<file path="src/rtl/n1_pf_pkg.sv">
// Shared types for the N1 instruction prefetch unit.
package n1_pf_pkg;

    localparam int N1_PADR_W = 14;
    localparam int N1_INSN_W = 16;

    typedef struct packed {
        logic [N1_PADR_W-1:0] adr;
        logic [N1_INSN_W-1:0] dat;
    } pf_entry_t;

    typedef enum logic [1:0] {
        RESET = 2'd0,
        RUN   = 2'd1,
        HALT  = 2'd2
    } pf_state_t;

    // Program addresses wrap 3FFF -> 0000 by plain truncation.
    function automatic logic [N1_PADR_W-1:0] pf_adr_inc(input logic [N1_PADR_W-1:0] a);
        return a + 14'd1;
    endfunction

endpackage

</file>
<file path="src/rtl/n1_pf_fifo.sv">
// Synchronous FIFO of pf_entry_t with a clear input; clear wins over push.
module n1_pf_fifo
    import n1_pf_pkg::*;
#(
    parameter int DEPTH = 4,
    localparam int AW   = $clog2(DEPTH),
    localparam int CW   = AW + 1
) (
    input  logic          clk_i,
    input  logic          rst_i,
    input  logic          clr_i,
    input  logic          push_i,
    input  pf_entry_t     wdata_i,
    input  logic          pop_i,
    output pf_entry_t     rdata_o,
    output logic          empty_o,
    output logic          full_o,
    output logic [CW-1:0] count_o
);

    pf_entry_t       mem_q [DEPTH];
    logic [AW-1:0]   wr_ptr_q, wr_ptr_d;
    logic [AW-1:0]   rd_ptr_q, rd_ptr_d;
    logic [CW-1:0]   count_q, count_d;
    logic            do_push, do_pop;

    always_comb begin
        empty_o  = (count_q == '0);
        full_o   = (count_q == CW'(DEPTH));
        do_pop   = pop_i & ~empty_o;
        do_push  = push_i & (~full_o | do_pop);
        wr_ptr_d = wr_ptr_q;
        rd_ptr_d = rd_ptr_q;
        count_d  = count_q;
        if (clr_i) begin
            wr_ptr_d = '0;
            rd_ptr_d = '0;
            count_d  = '0;
        end else begin
            if (do_push) wr_ptr_d = wr_ptr_q + AW'(1);
            if (do_pop)  rd_ptr_d = rd_ptr_q + AW'(1);
            count_d = count_q + {{AW{1'b0}}, do_push} - {{AW{1'b0}}, do_pop};
        end
    end

    always_ff @(posedge clk_i) begin
        if (rst_i) begin
            wr_ptr_q <= '0;
            rd_ptr_q <= '0;
            count_q  <= '0;
        end else begin
            wr_ptr_q <= wr_ptr_d;
            rd_ptr_q <= rd_ptr_d;
            count_q  <= count_d;
        end
    end

    always_ff @(posedge clk_i) begin
        if (do_push && !clr_i && !rst_i) mem_q[wr_ptr_q] <= wdata_i;
    end

    assign rdata_o = mem_q[rd_ptr_q];
    assign count_o = count_q;

endmodule

</file>
<file path="src/rtl/n1_prefetch.sv">
// N1 instruction prefetch: pipelined Wishbone master feeding a word queue for the IR.
// Optional N1_PF_BYPASS_EN forwards a fresh ack straight to the outputs when the queue is empty.
module n1_prefetch
    import n1_pf_pkg::*;
#(
    parameter int                   DEPTH   = 4,
    parameter logic [N1_PADR_W-1:0] RST_ADR = 14'h0000
) (
    input  logic                 clk_i,
    input  logic                 sync_rst_i,
    output logic                 pbus_cyc_o,
    output logic                 pbus_stb_o,
    output logic [N1_PADR_W-1:0] pbus_adr_o,
    input  logic                 pbus_ack_i,
    input  logic                 pbus_stall_i,
    input  logic [N1_INSN_W-1:0] pbus_dat_i,
    input  logic                 pf_halt_i,
    input  logic                 pf_redirect_i,
    input  logic [N1_PADR_W-1:0] pf_redirect_adr_i,
    output logic                 pf_valid_o,
    output logic [N1_INSN_W-1:0] pf_dat_o,
    output logic [N1_PADR_W-1:0] pf_adr_o,
    input  logic                 fc_ir_capture_i
);

    localparam int CW = $clog2(DEPTH) + 1;
    localparam int SW = CW + 1;

    pf_state_t            state_q, state_d;
    logic [N1_PADR_W-1:0] ptr_q, ptr_d;
    logic [CW-1:0]        out_q, out_d;
    logic [CW-1:0]        drop_q, drop_d;

    logic [CW-1:0]        q_cnt, af_cnt;
    logic                 q_empty, q_full, af_empty, af_full;
    pf_entry_t            q_rdata, af_rdata, af_wdata, fresh, head;
    logic                 credit_ok, stb, accept, drop_ack, ack_fresh;
    logic                 valid, take, q_push, q_pop, af_push;
    logic                 unused_ok;

    // Issue side: queued words plus words in flight must fit in the queue.
    always_comb begin
        credit_ok = ({1'b0, q_cnt} + {1'b0, out_q}) < SW'(DEPTH);
        stb       = ~sync_rst_i & (state_q == RUN) & ~pf_halt_i & credit_ok;
        accept    = stb & ~pbus_stall_i;
        af_push   = accept & ~pf_redirect_i;
        af_wdata  = '{adr: ptr_q, dat: '0};
    end

    // Acks from the old stream (or arriving with a redirect) are discarded.
    always_comb begin
        drop_ack  = pbus_ack_i & ((drop_q != '0) | pf_redirect_i);
        ack_fresh = pbus_ack_i & ~drop_ack;
        fresh     = '{adr: af_rdata.adr, dat: pbus_dat_i};
`ifdef N1_PF_BYPASS_EN
        valid  = ~q_empty | ack_fresh;
        head   = q_empty ? fresh : q_rdata;
        take   = fc_ir_capture_i & valid & ~pf_redirect_i;
        q_push = ack_fresh & ~(q_empty & take);
`else
        valid  = ~q_empty;
        head   = q_rdata;
        take   = fc_ir_capture_i & valid & ~pf_redirect_i;
        q_push = ack_fresh;
`endif
        q_pop  = take & ~q_empty;
    end

    always_comb begin
        state_d = state_q;
        case (state_q)
            RESET:   state_d = RUN;
            RUN:     if (pf_halt_i)  state_d = HALT;
            HALT:    if (!pf_halt_i) state_d = RUN;
            default: state_d = RESET;
        endcase

        ptr_d = ptr_q;
        if (pf_redirect_i)  ptr_d = pf_redirect_adr_i;
        else if (accept)    ptr_d = pf_adr_inc(ptr_q);

        out_d  = out_q + {{(CW-1){1'b0}}, accept} - {{(CW-1){1'b0}}, pbus_ack_i};
        drop_d = drop_q;
        if (pf_redirect_i)                     drop_d = out_d;
        else if (pbus_ack_i && drop_q != '0)   drop_d = drop_q - CW'(1);
    end

    always_ff @(posedge clk_i) begin
        if (sync_rst_i) begin
            state_q <= RESET;
            ptr_q   <= RST_ADR;
            out_q   <= '0;
            drop_q  <= '0;
        end else begin
            state_q <= state_d;
            ptr_q   <= ptr_d;
            out_q   <= out_d;
            drop_q  <= drop_d;
        end
    end

    n1_pf_fifo #(.DEPTH(DEPTH)) u_queue (
        .clk_i   (clk_i),
        .rst_i   (sync_rst_i),
        .clr_i   (pf_redirect_i),
        .push_i  (q_push),
        .wdata_i (fresh),
        .pop_i   (q_pop),
        .rdata_o (q_rdata),
        .empty_o (q_empty),
        .full_o  (q_full),
        .count_o (q_cnt)
    );

    // Addresses of requests in flight; a redirect abandons them all, so clear it too.
    n1_pf_fifo #(.DEPTH(DEPTH)) u_inflight (
        .clk_i   (clk_i),
        .rst_i   (sync_rst_i),
        .clr_i   (pf_redirect_i),
        .push_i  (af_push),
        .wdata_i (af_wdata),
        .pop_i   (ack_fresh),
        .rdata_o (af_rdata),
        .empty_o (af_empty),
        .full_o  (af_full),
        .count_o (af_cnt)
    );

    assign unused_ok  = ^{af_rdata.dat, af_cnt, af_empty, af_full, q_full};

    assign pbus_stb_o = stb;
    assign pbus_cyc_o = ~sync_rst_i & (stb | (out_q != '0));
    assign pbus_adr_o = ptr_q;
    assign pf_valid_o = valid;
    assign pf_dat_o   = valid ? head.dat : '0;
    assign pf_adr_o   = valid ? head.adr : '0;

    a_cap_needs_valid: assert property (@(posedge clk_i) disable iff (sync_rst_i)
        fc_ir_capture_i |-> pf_valid_o);
    a_out_bound: assert property (@(posedge clk_i) disable iff (sync_rst_i)
        (out_q <= CW'(DEPTH)) && (drop_q <= out_q));
    a_queue_no_ovf: assert property (@(posedge clk_i) disable iff (sync_rst_i)
        !(q_push && q_full && !q_pop && !pf_redirect_i));
    a_fresh_has_adr: assert property (@(posedge clk_i) disable iff (sync_rst_i)
        ack_fresh |-> !af_empty);

endmodule

</file>
<file path="config.mk">
export PLATFORM = sky130hd
export DESIGN_NAME = n1_prefetch
export DESIGN_NICKNAME = d
export VERILOG_FILES = /design/src/rtl/n1_pf_pkg.sv /design/src/rtl/n1_pf_fifo.sv /design/src/rtl/n1_prefetch.sv
export SDC_FILE = /design/constraint.sdc
export NUM_CORES = 1
export LEC_CHECK = 0
export ABC_AREA = 1
export CORE_ASPECT_RATIO = 0.9
export CORE_MARGIN = 2
export CORE_UTILIZATION = 41
export DETAILED_ROUTE_END_ITERATION = 7
export SETUP_SLACK_MARGIN = 0.2
export SYNTH_ARGS = -nofsm -noshare
export SYNTH_HDL_FRONTEND = slang
export SYNTH_SLANG_ARGS = --single-unit
</file>
<file path="constraint.sdc">
create_clock -name clk_i -period 2.9 [get_ports clk_i]
set_input_delay 0.29 -clock clk_i [delete_from_list [all_inputs] [get_ports clk_i]]
set_output_delay 0.29 -clock clk_i [all_outputs]
set_load 0.01 [all_outputs]
</file>
==> flow_summary.toml <==
[grt]
grt_pass1_wl_um = 30900
antenna_found_initial = 0
grt-ovfl-total = 0
grt_max_degree = 49
grt_usage_pct = 16.4
grt_pass1_vias = 5854

[pwr]
pwr_density_cell_nw_per_um2 = 598
p_seq_share_pct = 52.3
switchingPower_w = 0.00147
leakage_nw = 3.94
power_frac_comb_pct = 7.5
sw_frac_of_total_pct = 22.0
internal_power_w = 0.00518
ir_worst_vdd_v = 0.000389
pwr-share-clk_pct = 40.2

[finish]
insertedDiodeCount = 0
final_util_pct = 51.3
area_growth_pct = 22.2
fin_nets = 995
drive_gt1_share_pct = 9.14

[synthesis]
synth_edf_count = 176
yosysMostFrequentCell = "nor2_1"
synthFlopType = "edfxtp_1"
yosysSeqAreaShare_pct = 66.9
syn_inst = 839
synth_cell_types = 32
synth.area.top_cells = "edfxtp_1 58%, dfxtp_1 8.8%, nor2_1 7.9%"
yosys-top-cells-count = "192 x nor2_1, 176 x edfxtp_1, 99 x o21ai_0"
yosys_warnings = 0
yosys.area.top_type = "edfxtp_1"
synth_area_per_cell_um2 = 10.8
mappedNetlistArea_um2 = 9100
synth_seq_cells = 216
yosysTopAreaCellShare_pct = 58.1
ys_async_sr_fraction_pct = 0
synthesis.nets = 898

[place]
hpwl_um = 11100
portBuffers = 83
place.gp.congestion = 0.755

[routing]
firstDrtPassIters = 4
wire_per_inst_um = 15.4
routed-via-count = 6111
wl_met3_um = 1020
wl_met1_um = 8830
route.met2.wl_um = 8880
drtAntennaViolNets = 0
route.final.wire_length_um = 19100
drc = 0
via_per_inst = 4.92
top_layer_used = "met4"
drt-initial-drc-count = 374

[floorplan]
core_um2 = 21700
design.portCount = 84
start_util_pct = 41.9
fp.dieW_um = 161
rows = 51
die_area_um2 = 23400
fp.dieH_um = 145

[cts]
root_buffer = "clkbuf_16"
path_clk_slew_ns = 0.06
cts_sinks = 216
insertion_delay_ns = 0.50
clock_path_buffers = 3
cts-buffers-inserted = 23
cts_tree = "yes"
htreeDepth = 1

[timing]
finalMaxSlewViolations = 0
rsz0062_at_grt = "yes"
slew_headroom_pct = 54.2
tightest_slew_ns = 0.683
fmax_mhz = 387
final-setup-viol-count = 0
finClkSkew_ns = 0.00849
hold_viol_final = 0
final.min_clock_period_ns = 2.58
tns_ns = 0
fin_crit_sh_pct = 89.1

[worst_hold_path]
min_path_cells = 1
hp-class = "in -> reg"
hp-start = "pbus_dat_i[14]"
holdPathEnd = "u_queue.mem_q[2][14]"

[setup_path]
rr_worst_depth = 15
start_kind = "flip-flop"
cp_data_required_time_ns = 2.61
r2r-start = "out_q[2]"
cp.arrival_ns = 2.29
worstPathMaxFanout = 48
cp-end-kind = "output port"
r2r_slack_ns = 0.37
reg2reg_to = "drop_q[2]"
critical_path_class = "reg -> out"

[job]
maxCapViolations = 0

[run_status]
status = "completed"
[layout make-up]
cell class / instances / area [um^2]
clock buffer: 27 / 591
clock inverter: 14 / 98.8
fill: 1939 / 10600
inverter: 66 / 259
multi-input combinational: 520 / 2610
sequential: 216 / 6090
tap: 291 / 364
timing repair buffer: 108 / 1100
timing repair inverter: 1 / 7.51
[power by group through the flow]
stage          clock network, W  registers (W)  logic (W)
2_1_floorplan                 0        0.00352   0.000278
4_1_cts                 0.00273        0.00347   0.000499
6_report                0.00267        0.00347   0.000501
3_5_place_dp                  0        0.00354   0.000494
3_3_place_gp                  0        0.00354   0.000491
5_1_grt                 0.00287        0.00348   0.000565
[flip-flops by register name (all words and copies together), names as in the netlist, named ones only]
register	cells
out_q	3
u_inflight.mem_q	56
u_queue.wr_ptr_q	2
state_q	2
u_inflight.rd_ptr_q	2
u_queue.count_o	3
u_queue.mem_q	120
drop_q	3
u_queue.rd_ptr_q	2
pbus_adr_o	14
u_inflight.count_o	3
u_inflight.wr_ptr_q	2
[timing repair]
item                                    in CTS  in global routing
gates cloned                                 1                  0
hold buffers                                 0                  0
resized for setup                            4                  5
pin swaps                                    0                  2
endpoints found under the setup margin      30                 27
setup buffers                                4                  1
[cell usage in the layout, fill, tap and decap left out, types with 14 or more instances in the layout]
master           count
edfxtp_1           176
a21oi_1             54
nand2_1             70
o22ai_1             14
clkdlybuf4s50_1     83
o21ai_0             99
nor2_1             188
dfxtp_1             36
buf_4               18
ha_1                19
clkbuf_16           23
nand3_1             25
inv_1               59
[per-stage QoR]
| step | hold WS [ns] | setup slack [ns] | cell area (um^2) | power (W) | std cells |
|---|---|---|---|---|---|
| floorplan | 0.389 | 0.229 | 9100 | 0.00380 | 839 |
| global placement | 0.458 | 0.268 | 10400 | 0.00403 | 1196 |
| detailed placement | 0.467 | 0.227 | 10400 | 0.00403 | 1196 |
| CTS | 0.408 | 0.245 | 11100 | 0.00671 | 1242 |
| global route | 0.431 | 0.132 | 11100 | 0.00692 | 1243 |
| finish | 0.421 | 0.315 | 11100 | 0.00665 | 1243 |
[routing by layer]
layer  GRT usage [%]  vias up
li1                -     3078
met1            22.8     2839
met2            27.2      166
met3            2.62       28
met4            3.88        0
met5               0        -
[logic make-up after synthesis]
group                    after synthesis  share of synthesized area [%]
adder cells (fa/ha/maj)               22                           3.27
AND/OR/NAND/NOR                      313                           14.3
buffers and inverters                103                           4.62
flip-flops                           216                           66.9
XOR/XNOR                              10                          0.962
AO/OA/AOI/OAI                        175                           9.94
[worst max-delay path: stages (launching register included)]
cell             delay (ns)
dfxtp_4                0.41
inv_4                  0.15
buf_12                 0.22
o21ai_0                0.13
a21oi_1                0.26
clkdlybuf4s50_1        0.59
[worst max-delay path by stage]
stage	end	cells after the start
global placement	drop_q[2]	15
CTS	pf_adr_o[6]	6
global route	drop_q[2]	15
finish	pf_adr_o[2]	5
floorplan	u_queue.mem_q[0][0]	8
detailed placement	drop_q[2]	15
Power figures use the tool's default switching activity.
==> patch 1, RTL diff (same flow settings) <==
Change the package constant `N1_PADR_W` from 14 to 18.
--- a/src/rtl/n1_pf_pkg.sv
+++ b/src/rtl/n1_pf_pkg.sv
@@ -1,7 +1,7 @@
 // Shared types for the N1 instruction prefetch unit.
 package n1_pf_pkg;
 
-    localparam int N1_PADR_W = 14;
+    localparam int N1_PADR_W = 18;
     localparam int N1_INSN_W = 16;
 
     typedef struct packed {
Ports: changed (resized pbus_adr_o, pf_adr_o and pf_redirect_adr_i); port bits go from 84 to 96. The function was not compared with the original's and may differ.
==> patch 1 against the original RTL <==
  * Total power is 20% higher
  * Die area is 16% higher
  * Sequential cell count rose by 36
  * Critical path type unchanged
  * First-iteration DRC count rose by 39%
  * Design area grew 17%
  * Maximum frequency shrank 0.93%
  * Routed wire length is 21% higher
  * Final cell count up 16%
  * Non-clock buffer count increased by 11
  * Via count is 17% higher
  * Worst setup slack worse by 24 ps
  * Global-route usage is 0.096 points higher
  * Utilization is 0.32 points higher
  * Area after synthesis increased by 16%
==> patch 1: results (changes against the original RTL) <==
The number of enable-type register cells in the synthesized netlist came out at 208 (+18%). The flip-flop count of the largest register after layout was 136 (+13%); the relative slew slack was 0.586 (+0.0439). The half-perimeter wire length after placement came out at 13,600 um (+22%).

Startpoint of the worst hold path: pf_redirect_adr_i[8]. The count of input and output buffers works out to 95 (+14%). By area the synthesized netlist is led by sky130_fd_sc_hd__edfxtp_1 (59%), sky130_fd_sc_hd__nor2_1 (8.5%), sky130_fd_sc_hd__dfxtp_1 (8.3%), sky130_fd_sc_hd__o21ai_0 (5.6%), sky130_fd_sc_hd__nand2_1 (3.2%). The logs give 7,174 (+17%) for the total via count in the routed design and 35,600 um (+15%) for the global-route wire length before repair.

The reported leakage power is 0.00454 uW (+15%), and the total clock buffers created by CTS is 27 (+17%). The count of cell types in the netlist is 36 (+13%), and the highest fanout seen on the critical path is 17 (-65%). The maximum number of pins on one net before global-route repair is 69 (+41%). Portion of the post-synthesis area used by sequential elements: 0.674 (+0.00500). For the first-pass detailed-route iteration total, the log shows 5 (+1). The weighted congestion reported at the end of routability-driven placement was 0.802 (+6.3%); the setup clock skew after layout was 18.9 ps (+10.4 ps).

The data arrival time of the critical path came out at 2320 ps (+30 ps). The run finished with clean final reports. The number of DRC markers in iteration 0 was 520 (+39%).

The largest voltage drop on the vdd net was 378 uV (-2.8%); the final-layout fill cell count was 2,226 (+15%). The worst-skew pair later-pin latency came out at 530 ps (+30 ps). The fraction of the cycle the final worst path needs is 0.900 (+0.00834). The run gives 6,655 (+14%) as the via count of the first global-routing pass. The net count after synthesis is 1,039 (+16%), and the number of nets at the end of the flow is 1,143 (+15%). The overall fraction of global-route tracks in use was 0.165 (+0.000959).
==> patch 1: cell count changes in the layout (fill, tap and decap cells not counted), sizes merged, moves of 6 or more <==
cell           unedited run  this run
a21oi                    54        63
nor2                    197       245
clkbuf                   27        37
clkdlybuf4s50            83        95
edfxtp                  176       208
inv                      64        58
nand2                    74        92
o21ai                   105       125
==> patch 1: what timing repair did <==
item                                    4_1_cts  5_1_grt
hold endpoints to repair                      0        0
hold buffers                                  0        0
endpoints found under the setup margin        0       26
gates resized for setup                       0        7
==> patch 1: final timing paths <==
| path | to | depth (start not counted) |
|---|---|---|
| worst max register to register | drop_q[2]$_SDFFE_PP0P_ | 12 |
| worst max-delay path | pf_adr_o[3] | 6 |
| worst min register to register | u_queue.rd_ptr_q[1]$_SDFFE_PP0P_ | 2 |
| worst min-delay path | pbus_adr_o[8]$_SDFFE_PP0P_ | 3 |
==> patch 1: final cells by class <==
class | instances | area [um2] | share of cell area
repair buffers | 119 | 1260 | 0.0969
inverters | 61 | 241 | 0.0185
clock buffers | 34 | 743 | 0.0571
well taps | 342 | 428 | 0.0329
flip-flops and latches | 252 | 7130 | 0.547
multi-input cells | 619 | 3060 | 0.235
clock inverters | 16 | 161 | 0.0124
==> patch 1: where the power goes <==
group	switching, uW	total (uW)	leakage [uW]	internal (uW)
sequential	72.4	4040	0.00224	3970
clock	1340	3420	0.000447	2080
combinational	268	498	0.00185	230
total	1680	7960	0.00454	6280
==> patch 1: logic make-up (layout without fill, tap and decap cells) <==
group / after synthesis / in the layout / synth area share
compound gates: 211 / 211 / 0.104
xor+xnor: 10 / 10 / 0.00828
fa+ha+maj: 22 / 22 / 0.0281
buf+inv: 105 / 230 / 0.0409
flops: 252 / 252 / 0.674
simple gates: 376 / 376 / 0.145
==> patch 1: metrics by stage <==
stage,hold WS (ps),cell area [um2],util,cells
after floorplan,389,10600,-,976
after global placement,455,12000,0.476,1390
after detailed placement,456,12000,0.476,1390
after CTS,366,12900,0.512,1440
after global routing,392,13000,0.516,1443
final,388,13000,0.516,1443
==> patch 1: routing by layer <==
| metal | global-route usage | part of all wire | vias up |
|---|---|---|---|
| met5 | 0 | 0 | - |
| met1 | 0.231 | 0.48 | 3375 |
| met3 | 0.0272 | 0.047 | 37 |
| met4 | 0.0432 | 0.021 | 0 |
| li1 | - | - | 3567 |
| met2 | 0.269 | 0.45 | 195 |
==> patch 1: worst reg2reg max path, delay by kind of cell, from the launching register on <==
| family | cells | cell delay [ps] |
|---|---|---|
| adders and majority gates | 4 | 1130 |
| and+or+nand+nor | 4 | 620 |
| DFF | 1 | 340 |
| AOI/OAI and AO/OA | 2 | 300 |
| buffers and inverters | 2 | 90 |
==> patch 2, RTL diff (same settings) <==
Made on the original files. Re-encode `pf_state_t` (3 states) as one-hot, 3 bits wide.
--- a/src/rtl/n1_pf_pkg.sv
+++ b/src/rtl/n1_pf_pkg.sv
@@ -9,10 +9,10 @@
         logic [N1_INSN_W-1:0] dat;
     } pf_entry_t;
 
-    typedef enum logic [1:0] {
-        RESET = 2'd0,
-        RUN   = 2'd1,
-        HALT  = 2'd2
+    typedef enum logic [2:0] {
+        RESET = 3'b001,
+        RUN   = 3'b010,
+        HALT  = 3'b100
     } pf_state_t;
 
     // Program addresses wrap 3FFF -> 0000 by plain truncation.
Behaviour: same outputs for any inputs over 4 cycles, from zero or initial values and one cycle with sync_rst_i high; so few cycles prove little.
==> patch 2 against the original RTL <==
  * Worst setup slack better by 15 ps
  * Total power shrank 2.5%
  * Sequential share of layout area about the same
  * Via count is 0.59% higher
  * Routed wire length is essentially flat
  * Area after synthesis rose by 0.89%
  * Sequential cell count grew 1
  * Design area rose by 0.37%
  * Synthesized cell count rose by 3.5%
==> patch 2: results (changes against the original RTL) <==
The flow ran to the end, and the final reports show no timing, DRC or antenna violations. The tools report the number of combinational gates with multiple inputs as 544 (+4.6%). The count of cell types in the netlist came out at 34 (+6.3%).

Largest voltage drop on the vdd net: 350 uV (-10%). The logs give 0.665 (-0.00374) for the portion of the post-synthesis area used by sequential elements and 9180 um2 (+0.89%) for the post-synthesis cell area. For the overall fraction of global-route tracks in use, the log shows 0.158 (-0.00620). The fraction of layout cells with a size suffix above 1 works out to 0.0786 (-0.0128). The tools report the area taken by flip-flops and latches as 6110 um2 (+0.29%). The logs give 330 (-12%) for the number of DRC markers in iteration 0 and 8950 um (+0.78%) for the detailed route wirelength on metal2. The run gives 0.782 (+3.6%) as the weighted congestion reported at the end of routability-driven placement. The final worst-path setup slack came out at 330 ps (+14.7 ps). The highest fanout seen on the critical path is 26 (-46%).

The tools report the global routing met1 resource utilization as 0.217 (-0.0115). The clock sink total is 217 (+0.46%). After synthesis, the cell types taking the most area are sky130_fd_sc_hd__edfxtp_1 (58%), sky130_fd_sc_hd__dfxtp_1 (8.9%), sky130_fd_sc_hd__nor2_1 (8.6%), sky130_fd_sc_hd__o21ai_0 (5.3%), sky130_fd_sc_hd__nand2_1 (3.7%). The clock tree cell share of total cell area was 0.0597 (-0.00225).

For the maximum number of pins on one net before global-route repair, the log shows 31 (-37%). The number of clock buffers in the layout was 28 (+3.7%); the routed length on met1 was 8930 um (+1.1%). The setup clock skew after layout is 14.4 ps (+5.87 ps). The startpoint identified for the worst hold timing path is pf_halt_i. The number of ordinary inverters in the final layout was 72 (+7.5%). First-pass detailed-route iteration total: 5 (+1).
==> patch 2: changes by cell type after synthesis, moves of 4 or more <==
cell	change
sky130_fd_sc_hd__a21oi_1	-4
sky130_fd_sc_hd__inv_1	+7
sky130_fd_sc_hd__nand2_1	+20
sky130_fd_sc_hd__nor2_1	+19
sky130_fd_sc_hd__nor3_1	-6
sky130_fd_sc_hd__xor2_1	-5
==> patch 2: timing repair <==
item                       in CTS  in global routing
setup buffers                   0                  2
gates cloned                    0                  1
setup endpoints to repair      25                 22
resized for setup               3                  4
==> patch 2: logic make-up (layout without fill, tap and decap cells) <==
group | after synthesis | in the layout | synth area share
xor+xnor | 5 | 5 | 0.00477
simple gates | 345 | 345 | 0.155
fa+ha+maj | 22 | 22 | 0.0324
compound gates | 172 | 172 | 0.0970
buf+inv | 107 | 219 | 0.0455
flops | 217 | 217 | 0.665
==> patch 2: power by group <==
part           total, uW  internal, uW  switching, uW
sequential          3460          3410           54.7
combinational        413           192            221
clock               2610          1460           1150
total               6490          5060           1430
